$ cat src/rtl/dmem_arbiter.sv
// Two-port arbiter/sequencer in front of the single-port data memory.
// Port 0 = CPU load/store, port 1 = DMA/debug loader.
//
// Ports: clock, reset (async, active-low); per requester N in {0,1}:
//   reqN/readyN handshake, addrN, wdataN, word_weN, byte_weN in,
//   rvalidN/rdataN one-cycle response out.
// Memory side: mem_addr, mem_wdata, mem_word_we, mem_byte_we out,
//   mem_rdata in (combinational). busy is high whenever not IDLE.
// Build option: define DMEM_ARB_FIXED_PRIO_EN for fixed priority
//   (port 0 always wins); otherwise round-robin.
module dmem_arbiter #(
  parameter int ADDR_W      = 32,
  parameter int DATA_W      = 32,
  parameter int MEM_LATENCY = 1
) (
  input  logic              clock,
  input  logic              reset,
  input  logic              req0,
  input  logic              req1,
  output logic              ready0,
  output logic              ready1,
  input  logic [ADDR_W-1:0] addr0,
  input  logic [ADDR_W-1:0] addr1,
  input  logic [DATA_W-1:0] wdata0,
  input  logic [DATA_W-1:0] wdata1,
  input  logic              word_we0,
  input  logic              word_we1,
  input  logic              byte_we0,
  input  logic              byte_we1,
  output logic              rvalid0,
  output logic              rvalid1,
  output logic [DATA_W-1:0] rdata0,
  output logic [DATA_W-1:0] rdata1,
  output logic [ADDR_W-1:0] mem_addr,
  output logic [DATA_W-1:0] mem_wdata,
  output logic              mem_word_we,
  output logic              mem_byte_we,
  input  logic [DATA_W-1:0] mem_rdata,
  output logic              busy
);

  typedef enum logic [1:0] {
    IDLE,
    ACCESS,
    RESP
  } state_t;

  typedef struct packed {
    logic [ADDR_W-1:0] addr;
    logic [DATA_W-1:0] wdata;
    logic              word_we;
    logic              byte_we;
    logic              port;
  } txn_t;

  localparam logic [3:0] LAT = 4'(MEM_LATENCY);

  state_t state, state_nx;
  txn_t   cap, sel;
  logic [3:0] cnt;
  logic [DATA_W-1:0] rd0_q, rd1_q;
  logic gnt0, gnt1, accept;
  logic first, last;

  // Grant is only offered in IDLE, so at most one ready is ever high.
`ifdef DMEM_ARB_FIXED_PRIO_EN
  always_comb begin
    gnt0 = 1'b0;
    gnt1 = 1'b0;
    if (state == IDLE) begin
      gnt0 = req0;
      gnt1 = req1 & ~req0;
    end
  end
`else
  logic ptr;

  always_comb begin
    gnt0 = 1'b0;
    gnt1 = 1'b0;
    if (state == IDLE) begin
      gnt0 = req0 & (~req1 | ~ptr);
      gnt1 = req1 & (~req0 | ptr);
    end
  end

  // Pointer moves to the loser; idle cycles leave it alone.
  always_ff @(posedge clock or negedge reset) begin
    if (!reset) begin
      ptr <= 1'b0;
    end else if (accept) begin
      ptr <= gnt0;
    end
  end
`endif

  assign accept = gnt0 | gnt1;

  always_comb begin
    sel = '{addr: addr0, wdata: wdata0,
            word_we: word_we0, byte_we: byte_we0,
            port: 1'b0};
    unique case (1'b1)
      gnt1: sel = '{addr: addr1, wdata: wdata1,
                    word_we: word_we1, byte_we: byte_we1,
                    port: 1'b1};
      default: ;
    endcase
  end

  // cnt is loaded with the latency on accept and counts down,
  // so the first cycle sees LAT and the last sees 1.
  assign first = (state == ACCESS) && (cnt == LAT);
  assign last  = (state == ACCESS) && (cnt == 4'd1);

  always_comb begin
    state_nx = state;
    unique case (state)
      IDLE:    if (accept) state_nx = ACCESS;
      ACCESS:  if (last) state_nx = RESP;
      RESP:    state_nx = IDLE;
      default: state_nx = IDLE;
    endcase
  end

  always_ff @(posedge clock or negedge reset) begin
    if (!reset) begin
      state <= IDLE;
      cap   <= '0;
      cnt   <= '0;
      rd0_q <= '0;
      rd1_q <= '0;
    end else begin
      state <= state_nx;
      if (accept) begin
        cap <= sel;
        cnt <= LAT;
      end else if (state == ACCESS) begin
        cnt <= cnt - 4'd1;
      end
      if (last) begin
        if (cap.port) rd1_q <= mem_rdata;
        else          rd0_q <= mem_rdata;
      end
    end
  end

  assign ready0      = gnt0;
  assign ready1      = gnt1;
  assign mem_addr    = cap.addr;
  assign mem_wdata   = cap.wdata;
  // Write enables pulse once; word store takes precedence over byte.
  assign mem_word_we = first & cap.word_we;
  assign mem_byte_we = first & cap.byte_we & ~cap.word_we;
  assign rvalid0     = (state == RESP) & ~cap.port;
  assign rvalid1     = (state == RESP) & cap.port;
  assign rdata0      = rd0_q;
  assign rdata1      = rd1_q;
  assign busy        = (state != IDLE);

endmodule

$ cat config.mk
export PLATFORM = sky130hd
export DESIGN_NAME = dmem_arbiter
export DESIGN_NICKNAME = d
export VERILOG_FILES = /design/src/rtl/dmem_arbiter.sv
export SDC_FILE = /design/constraint.sdc
export NUM_CORES = 1
export LEC_CHECK = 0
export CAP_MARGIN = 20
export CORE_AREA = 5 5 133 135
export CTS_CLUSTER_SIZE = 12
export DETAILED_ROUTE_END_ITERATION = 8
export DIE_AREA = 0 0 138 140
export MAX_ROUTING_LAYER = met4
export PLACE_DENSITY = 0.87
export SYNTH_ARGS = -nofsm -noshare
export SYNTH_HDL_FRONTEND = slang
export SYNTH_SLANG_ARGS = --single-unit
$ cat constraint.sdc
create_clock -name clock -period 2.2 [get_ports clock]
set_input_delay 0.22 -clock clock [delete_from_list [all_inputs] [get_ports clock]]
set_output_delay 0.22 -clock clock [all_outputs]
set_load 0.02 [all_outputs]
# Yosys cells after proc, flatten, opt, wreduce, memory -nomap -nowiden
# Cells that the tools add are included.
dict set report op_classes {
  n_addsub 1
  mul 0
  n_div 0
  magnitude_cmp 0
  n_eq_ne 5
  n_shift 0
  mux 8
  bitwise_logic 15
  reduce_logical 7
}
# cell n
set op_table {}
lappend op_table {{67-bit 2-to-1 mux} 1}
lappend op_table {{4-bit 2-to-1 mux} 2}
lappend op_table {{1-bit AND} 7}
lappend op_table {{2-bit AND reduction} 3}
lappend op_table {{1-bit NOT} 5}
lappend op_table {{4-bit by 1-bit equality test with 1-bit output, second input constant} 1}
lappend op_table {{2-bit 2-to-1 mux} 2}
lappend op_table {{2-bit != test, second input constant} 2}
lappend op_table {{2-bit one-hot mux with 2 select lines} 1}
lappend op_table {{2-bit nonzero test} 2}
lappend op_table {{4-bit by 1-bit subtractor with 4-bit output, second input constant} 1}
lappend op_table {{1-bit bitwise OR} 3}
lappend op_table {{2-bit by 1-bit equality test with 1-bit output, second input constant} 1}
lappend op_table {{2-bit equality test, second input constant} 1}
lappend op_table {{2-bit logical NOT} 1}
lappend op_table {{1-bit 2-to-1 mux} 2}
lappend op_table {{1-bit logical AND} 1}
dict set report totals {
  regBits 138
  latch_bits 0
  mem_bits_rw 0
  mem_bits_ro 0
  output_inout_bits 135
  word_cells 46
  n_memories 0
}

# Longest topological paths before layout
# Gate-level depths: netlist of the first run.
dict set report logic_depth {
  word_depth 7
  mapped_depth 7
}

# Worst setup path before layout of the first run
# No wires, ideal clock.
dict set report synth_timing {
  path_type {register to register}
  start {register cnt[1]}
  end {register rd1_q[10], in the netlist rdata1[10]}
  setup_time_ns 0.125
  arrival_time_ns 1.728
  t_required_ns 2.075
  path_slack_ns 0.347
  path_stages_with_launch 8
  path_buffers 2
  synth_period_minus_slack_ns 1.853
  path_cell_list {dfrtp_1 > inv_1 > ha_1 > nand2b_1 > or4_1 > buf_2 > buf_6 > mux2_4}
}
dict set report synth_via {
  elab_chain_cells 3
}
# item line
set synth_rtl {}
lappend synth_rtl {{start: declaration} 60} ;# logic [3:0] cnt;
lappend synth_rtl {{start signal: assignment} 139} ;# cnt <= cnt - 4'd1;
lappend synth_rtl {{4-bit by 1-bit equality test with 1-bit output} 114} ;# assign last = (state == ACCESS) && (cnt == 4'd1);
lappend synth_rtl {{1-bit logical AND} 114}
lappend synth_rtl {{2-bit AND reduction (no line)} n/a}
lappend synth_rtl {{end signal: assignment} 142} ;# if (cap.port) rd1_q <= mem_rdata;
lappend synth_rtl {{end: declaration} 61} ;# logic [DATA_W-1:0] rd0_q, rd1_q;
# Every way passes these cells.
# A chain may end at the register's enable or synchronous reset.

# Worst setup path in the final report of the first run
dict set report layout_timing {
  start {register cnt[1]}
  end {register rd1_q[17], in the netlist rdata1[17]}
}
# The elaborated chain is that of the path after synthesis.

==> flow_metrics.py, run 1 <==
metrics = {
    "synth": {
        "ys.flop_type": "dfrtp_1",
        "syn_area_sq_mm": 0.00684,
        "seq_area_frac_synth_pct": 50.5,
        "synth_xor_area_share_pct": 0.128,
        "synthArstFlopShare_pct": 100,
        "synth-seq-cells": 138,
        "synth_edf_count": 0,
        "synthAdderAreaFrac_pct": 0.366,
        "syn_nets": 799,
        "synthDistinctLibCells": 35,
        "synthMuxAreaShare_pct": 12.2,
        "syn_area_per_cell_sq_um": 10.9,
        "synthCells": 629,
        "synth_top_family_by_area": "buffers and inverters",
        "synth_compound_area_share_pct": 14.1,
        "synthSimpleGateAreaFrac_pct": 8.30,
        "yosysWarnings": 0,
    },
    "placement": {
        "dp_cells": 1050,
        "post_dp_cell_area_sq_mm": 0.00966,
        "place_congestion": 0.822,
        "io_buffers": 302,
        "hpwlAfterDp_mm": 15.4,
    },
    "die": {
        "die_area_sq_mm": 0.0193,
        "ios": 303,
        "rows": 47,
        "initial_core_util_pct": 41.9,
        "fp.dieW_microns": 138,
        "coreArea_sq_mm": 0.0163,
        "dieHeight_microns": 140,
    },
    "setup_path": {
        "rr_startpoint": "cnt[1]$_DFFE_PN0P_",
        "worst-r2r-cell-count": 6,
        "startpoint": "cnt[1]$_DFFE_PN0P_",
        "critPathMaxStageDelay_ns": 0.66,
        "r2r_end": "rdata1[17]$_DFFE_PN0P_",
        "worstPathMaxFanout": 32,
        "cpMaxStageDelayCell": "or4_2",
        "path_buf_inv": 2,
        "endpoint_kind": "flop",
        "cp.arrival_ns": 2.35,
        "crit_type": "reg2reg",
        "cp-start-kind": "flop",
        "required_ns": 2.50,
        "crit_family": "simple AND/OR/NAND/NOR gates",
        "cp.depth": 6,
        "crit_chain": "inv_1 -> ha_1 -> nand2b_1 -> or4_2 -> buf_12 -> mux2_4",
        "rrSetupSlack_ns": 0.15,
    },
    "timing": {
        "maxSlewViolCount": 0,
        "hold_violations": 0,
        "rsz0062_at_grt": "false",
        "fin_setup_tns_ns": 0,
        "min_period_ns": 2.05,
        "finClkSkew_ns": 0.00740,
        "slew_headroom_pct": 65.8,
        "fin_crit_sh_pct": 93.3,
        "worst_pin_slew_ns": 0.513,
        "fmax_ghz": 0.487,
        "fin_hold_ws_ns": 0.212,
        "setup_viol": 0,
    },
    "power": {
        "p_per_area_mw_per_mm2": 1530,
        "total_power_w": 0.0156,
        "peakVddDrop_v": 0.000695,
        "p_leak_nw": 4.30,
    },
    "clock_tree": {
        "htree_num_levels": 4,
        "clk_latency_ns": 0.41,
        "cts_tree": "done",
        "cts_buffers": 17,
        "clockBufferDepth": 2,
        "cts_root_buffer": "clkbuf_16",
        "path_clk_slew_ns": 0.06,
        "clkSinkCount": 138,
        "post-cts-setup-buffers": 0,
    },
    "routing": {
        "route.vias.total": 5853,
        "postRouteAntennaNets": 0,
        "wl_mm": 21.4,
        "drt_first_iter_violations": 232,
        "wl_per_cell_microns": 19.8,
        "first_pass_iters": 5,
        "drc": 0,
        "post_drt_via_cell_ratio": 5.41,
    },
    "cells_and_area": {
        "n_fill_cell": 1350,
        "finalNonFillerCells": 1082,
        "final_area_sq_mm": 0.0102,
        "fin_nets": 1020,
        "diodes": 0,
        "syn_to_final_growth_pct": 49.2,
        "final_layout_size_suffix_gt1_share_pct": 14.8,
    },
    "global_routing": {
        "overflow": 0,
        "antenna_found_initial": 0,
        "grt_pass1_vias": 6074,
        "track_usage_pct": 22.4,
        "grt_pass1_wl_mm": 33.9,
        "grt_max_degree": 67,
    },
    "hold_path": {
        "hp-start": "req1",
        "min_to": "ptr$_DFFE_PN0P_",
        "holdPathStages": 2,
        "worstHoldPathType": "in2reg",
    },
    "run_status": {
        "status": "completed",
    },
    "job": {
        "cap_viol_max_count": 0,
    },
}
[logic make-up after synthesis]
group	Yosys count
DFF	138
muxes	64
and+or+nand+nor	91
adders and majority gates	2
buffers and inverters	192
xor gates and xnor gates	1
AOI/OAI and AO/OA	141
[registers in the layout, summed over array words and instances, names as in the netlist]
name / flops
rdata1: 32
ptr: 1
mem_wdata: 32
cap: 3
cnt: 4
rdata0: 32
mem_addr: 32
state: 2
[report_power, final]
group | internal [W] | switching [W]
combinational | 0.00401 | 0.00433
sequential | 0.00388 | 0.000758
clock | 0.00155 | 0.00111
[worst max-delay path by stage]
stage | end
final | rdata1[17]$_DFFE_PN0P_
after floorplan | rdata1[10]$_DFFE_PN0P_
after global routing | ready0
after detailed placement | rdata1[17]$_DFFE_PN0P_
after global placement | rdata1[17]$_DFFE_PN0P_
after CTS | mem_byte_we
[layout make-up]
class,instances,area [sq um],share of cell area (%)
Tap cell,220,275,2.70
Multi-Input combinational cell,299,2430,23.8
Sequential cell,138,3450,33.8
Clock buffer,17,425,4.17
Clock inverter,14,125,1.23
Timing Repair Buffer,324,3240,31.7
Inverter,70,263,2.57
[placed cells by master, fill, tap and decap left out, types with 2 or more instances in the layout]
cell type | netlist | routed
clkdlybuf4s50_1 | 0 | 296
dfrtp_1 | 138 | 138
inv_1 | 69 | 69
o21ai_0 | 68 | 67
nand4_1 | 66 | 66
o311ai_0 | 66 | 66
mux2_2 | 33 | 33
mux2_4 | 30 | 30
clkbuf_16 | 0 | 17
buf_4 | 64 | 16
clkinv_2 | 0 | 5
buf_12 | 0 | 5
nand2_1 | 4 | 4
clkinv_4 | 0 | 4
a21oi_1 | 3 | 3
nor2_1 | 4 | 3
nor2_4 | 1 | 2
nand2b_2 | 1 | 2
nor3_1 | 2 | 2
nor3b_1 | 2 | 2
nand3b_1 | 2 | 2
ha_1 | 2 | 2
clkinvlp_4 | 0 | 2
clkbuf_2 | 0 | 2
dlygate4sd2_1 | 0 | 2
[routing by layer]
layer  track usage (%)  wire, microns
met5                 -              0
met4              6.55            331
met3              4.67           1530
met2              37.3          10900
met1              27.8           8690
[synthesized netlist by cell type (3+ instances only)]
cell type  number  share of area (%)
a21oi_1         3               0.22
buf_2           7               0.51
buf_4          64                7.0
buf_6           3               0.49
clkbuf_1       48                2.6
dfrtp_1       138                 50
inv_1          69                3.8
mux2_2         33                5.4
mux2_4         30                6.6
nand2_1         4               0.22
nand4_1        66                6.0
nor2_1          4               0.22
o21ai_0        68                5.0
o311ai_0       66                8.4
[worst reg2reg max path: stages, from the launching register on]
cell and delay (ns):
dfrtp_1 0.41, inv_1 0.09, ha_1 0.14, nand2b_1 0.08, or4_2 0.66, buf_12 0.23
mux2_4 0.34
[stage by stage]
| step | util [%] | setup WS, ns |
|---|---|---|
| 2_1_floorplan | - | 0.347 |
| 3_3_place_gp | 59.1 | 0.193 |
| 3_5_place_dp | 59.1 | 0.155 |
| 4_1_cts | 62.5 | 0.00166 |
| 5_1_grt | 62.5 | 0.0554 |
| 6_report | 62.5 | 0.148 |
[repair_timing]
action                     CTS  global route
setup endpoints to repair    4             2
resized for setup            4             4
hold buffers                 1             0
hold endpoints to repair    48             0
(Power assumes the default switching activity.)
==> inputs of run 2 (changes only) <==
--- a/config.mk
+++ b/config.mk
@@ -12,6 +12,7 @@
 export DIE_AREA = 0 0 138 140
 export MAX_ROUTING_LAYER = met4
 export PLACE_DENSITY = 0.87
+export SETUP_SLACK_MARGIN = 0.5
 export SYNTH_ARGS = -nofsm -noshare
 export SYNTH_HDL_FRONTEND = slang
 export SYNTH_SLANG_ARGS = --single-unit
==> run 2 against run 1 <==
Sequential cell count stayed put. First-iteration DRC count increased by 25%. Register-to-register slack gained 0.09 ns. Combinational power up 11%. Clock power increased by 18%. Via count increased by 1.9%. Critical path depth is 1 higher. Non-clock buffer count rose by 17. Worst hold slack worse by 0.018 ns. Worst setup slack better by 0.089 ns. Clock-buffer cell count is 1 higher. Final area rose by 5.0%.
==> flow_metrics.py, run 2 (same netlist as run 1, synthesis figures left out) <==
metrics = {
    "run_status": {
        "status": "completed",
    },
    "timing": {
        "worst_pin_slew_ns": 0.694,
        "slew_headroom_pct": 53.8,
        "hold_violations": 0,
        "fin_crit_sh_pct": 89.3,
        "maxSlewViolCount": 0,
        "fin_setup_tns_ns": 0,
        "finClkSkew_ns": 0.0107,
        "fmax_ghz": 0.509,
        "min_period_ns": 1.96,
        "rsz0062_at_grt": "true",
        "setup_slack_ns": 0.236,
        "setup_viol": 0,
    },
    "power": {
        "seqPwrFrac_pct": 27.5,
        "p_sw_w": 0.00667,
        "p_per_area_mw_per_mm2": 1590,
        "peakVddDrop_v": 0.000707,
        "comb_power_share_pct": 54.2,
        "p_int_w": 0.0104,
        "clockPowerShare_pct": 18.3,
        "total_power_w": 0.0171,
        "switching_share_pct": 39.0,
        "p_leak_nw": 4.63,
    },
    "routing": {
        "drt_first_iter_violations": 291,
        "first_pass_iters": 5,
        "postRouteAntennaNets": 0,
        "wl_per_cell_microns": 21.6,
        "route.vias.total": 5965,
        "post_drt_via_cell_ratio": 5.42,
        "drc": 0,
        "wl_mm": 23.8,
    },
    "global_routing": {
        "grt_pass1_vias": 6236,
        "antenna_found_initial": 0,
        "grt_max_degree": 130,
        "overflow": 0,
        "track_usage_pct": 24.2,
        "grt_pass1_wl_mm": 36.0,
    },
    "hold_path": {
        "worstHoldPathType": "in2async",
    },
    "cells_and_area": {
        "diodes": 0,
        "fin_nets": 1037,
        "layout_commonest_cell": "clkdlybuf4s50_1",
        "seqCellArea_sq_mm": 0.00345,
        "multiInputGateArea_sq_mm": 0.00260,
        "syn_to_final_growth_pct": 56.7,
        "mostFrequentLayoutCells": "clkdlybuf4s50_1 (290), dfrtp_1 (137), inv_1 (68), o21ai_0 (67), nand4_1 (66)",
        "final_layout_size_suffix_gt1_share_pct": 18.0,
        "n_fill_cell": 1254,
    },
    "setup_path": {
        "endpoint_kind": "flop",
        "startpoint": "cnt[1]$_DFFE_PN0P_",
        "cp-start-kind": "flop",
        "crit_chain": "inv_2 -> ha_4 -> nand2b_4 -> or4_4 -> buf_6 -> buf_16 -> mux2_4",
        "rrSetupSlack_ns": 0.24,
        "rr_startpoint": "cnt[1]$_DFFE_PN0P_",
        "r2r_end": "rdata1[29]$_DFFE_PN0P_",
        "cp.arrival_ns": 2.25,
        "worstPathMaxFanout": 8,
        "crit_type": "reg2reg",
        "crit_end": "rdata1[29]$_DFFE_PN0P_",
        "worst-r2r-cell-count": 7,
        "required_ns": 2.49,
        "critPathMaxStageDelay_ns": 0.56,
        "cpMaxStageDelayCell": "or4_4",
    },
    "placement": {
        "hpwlAfterDp_mm": 15.2,
        "io_buffers": 302,
        "place_congestion": 0.804,
        "place_ws_ns": 0.0159,
    },
    "die": {
        "ios": 303,
        "rows": 47,
        "fp.dieW_microns": 138,
        "dieHeight_microns": 140,
        "coreArea_sq_mm": 0.0163,
        "die_area_sq_mm": 0.0193,
        "initial_core_util_pct": 41.9,
    },
    "clock_tree": {
        "cts_buffers": 17,
        "clockBufferDepth": 2,
        "htree_num_levels": 4,
        "clkSinkCount": 138,
        "cts_tree": "done",
        "cts_root_buffer": "clkbuf_16",
        "clk_latency_ns": 0.41,
        "path_clk_slew_ns": 0.06,
    },
    "job": {
        "cap_viol_max_count": 0,
    },
}
run 2: cell types whose count changed in the layout (fill, tap and decap cells not counted), sizes merged:
cell and change:
clkinv -8, buf +22, bufinv +3, dlymetal6s2s +3, inv +5, dlygate4sd2 -2
clkbuf +1, clkdlybuf4s50 -6
run 2: area by class of cell:
class                           count  area share (%)
Timing Repair Buffer              341            32.6
Clock inverter                     14            1.96
Sequential cell                   138            32.2
Tap cell                          220            2.57
Clock buffer                       18            4.00
Multi-Input combinational cell    299            24.2
Inverter                           70            2.45
run 2: metal layers:
layer | track usage (%) | wire, microns
met4 | 7.02 | 493
met1 | 29.2 | 9490
met2 | 41.2 | 12100
met3 | 5.21 | 1660
met5 | - | 0
run 2: worst min-delay path by stage:
stage / endpoint / slack (ns) / start / cells past startpoint
after CTS: rdata1[13]$_DFFE_PN0P_ / 0.17 / reset / 2
after global placement: rdata1[12]$_DFFE_PN0P_ / 0.03 / reset / 1
after detailed placement: rdata1[13]$_DFFE_PN0P_ / 0.03 / reset / 1
final: rdata0[9]$_DFFE_PN0P_ / 0.19 / reset / 2
after floorplan: cap[0]$_DFFE_PN0P_ / -0.08 / reset / 0
after global routing: rdata1[13]$_DFFE_PN0P_ / 0.18 / reset / 2
run 2: repair_timing:
item | 4_1_cts | 5_1_grt
hold buffers | 1 | 0
buffers inserted | 9 | 4
pin swaps | 4 | 3
setup endpoints to repair | 71 | 124
hold endpoints to repair | 9 | 0
cloned | 5 | 1
gates resized for setup | 67 | 48
run 2: worst max-delay path, delay by kind of cell (launching register included):
kind | cells | cell delay, ns
adder cells (fa/ha/maj) | 1 | 0.14
buffers and inverters | 3 | 0.40
flip-flops | 1 | 0.39
multiplexers | 1 | 0.31
AND/OR/NAND/NOR | 2 | 0.63
run 2: power by group through the flow:
| stage | clock [W] | sequential (W) | combinational, W |
|---|---|---|---|
| 3_5_place_dp | 0 | 0.00467 | 0.00836 |
| 2_1_floorplan | 0 | 0.00523 | 0.00460 |
| 5_1_grt | 0.00331 | 0.00485 | 0.00980 |
| 3_3_place_gp | 0 | 0.00458 | 0.00815 |
| 6_report | 0.00313 | 0.00470 | 0.00926 |
| 4_1_cts | 0.00319 | 0.00464 | 0.00892 |
run 2: stage by stage:
stage	util, %	hold WS [ns]	instance area [sq um]	std cells
after detailed placement	58.9	0.0306	9630	1048
final	65.6	0.194	10700	1100
after global placement	58.9	0.0298	9630	1048
after global routing	65.6	0.183	10700	1100
after floorplan	-	-0.0756	6850	629
after CTS	64.7	0.173	10600	1095
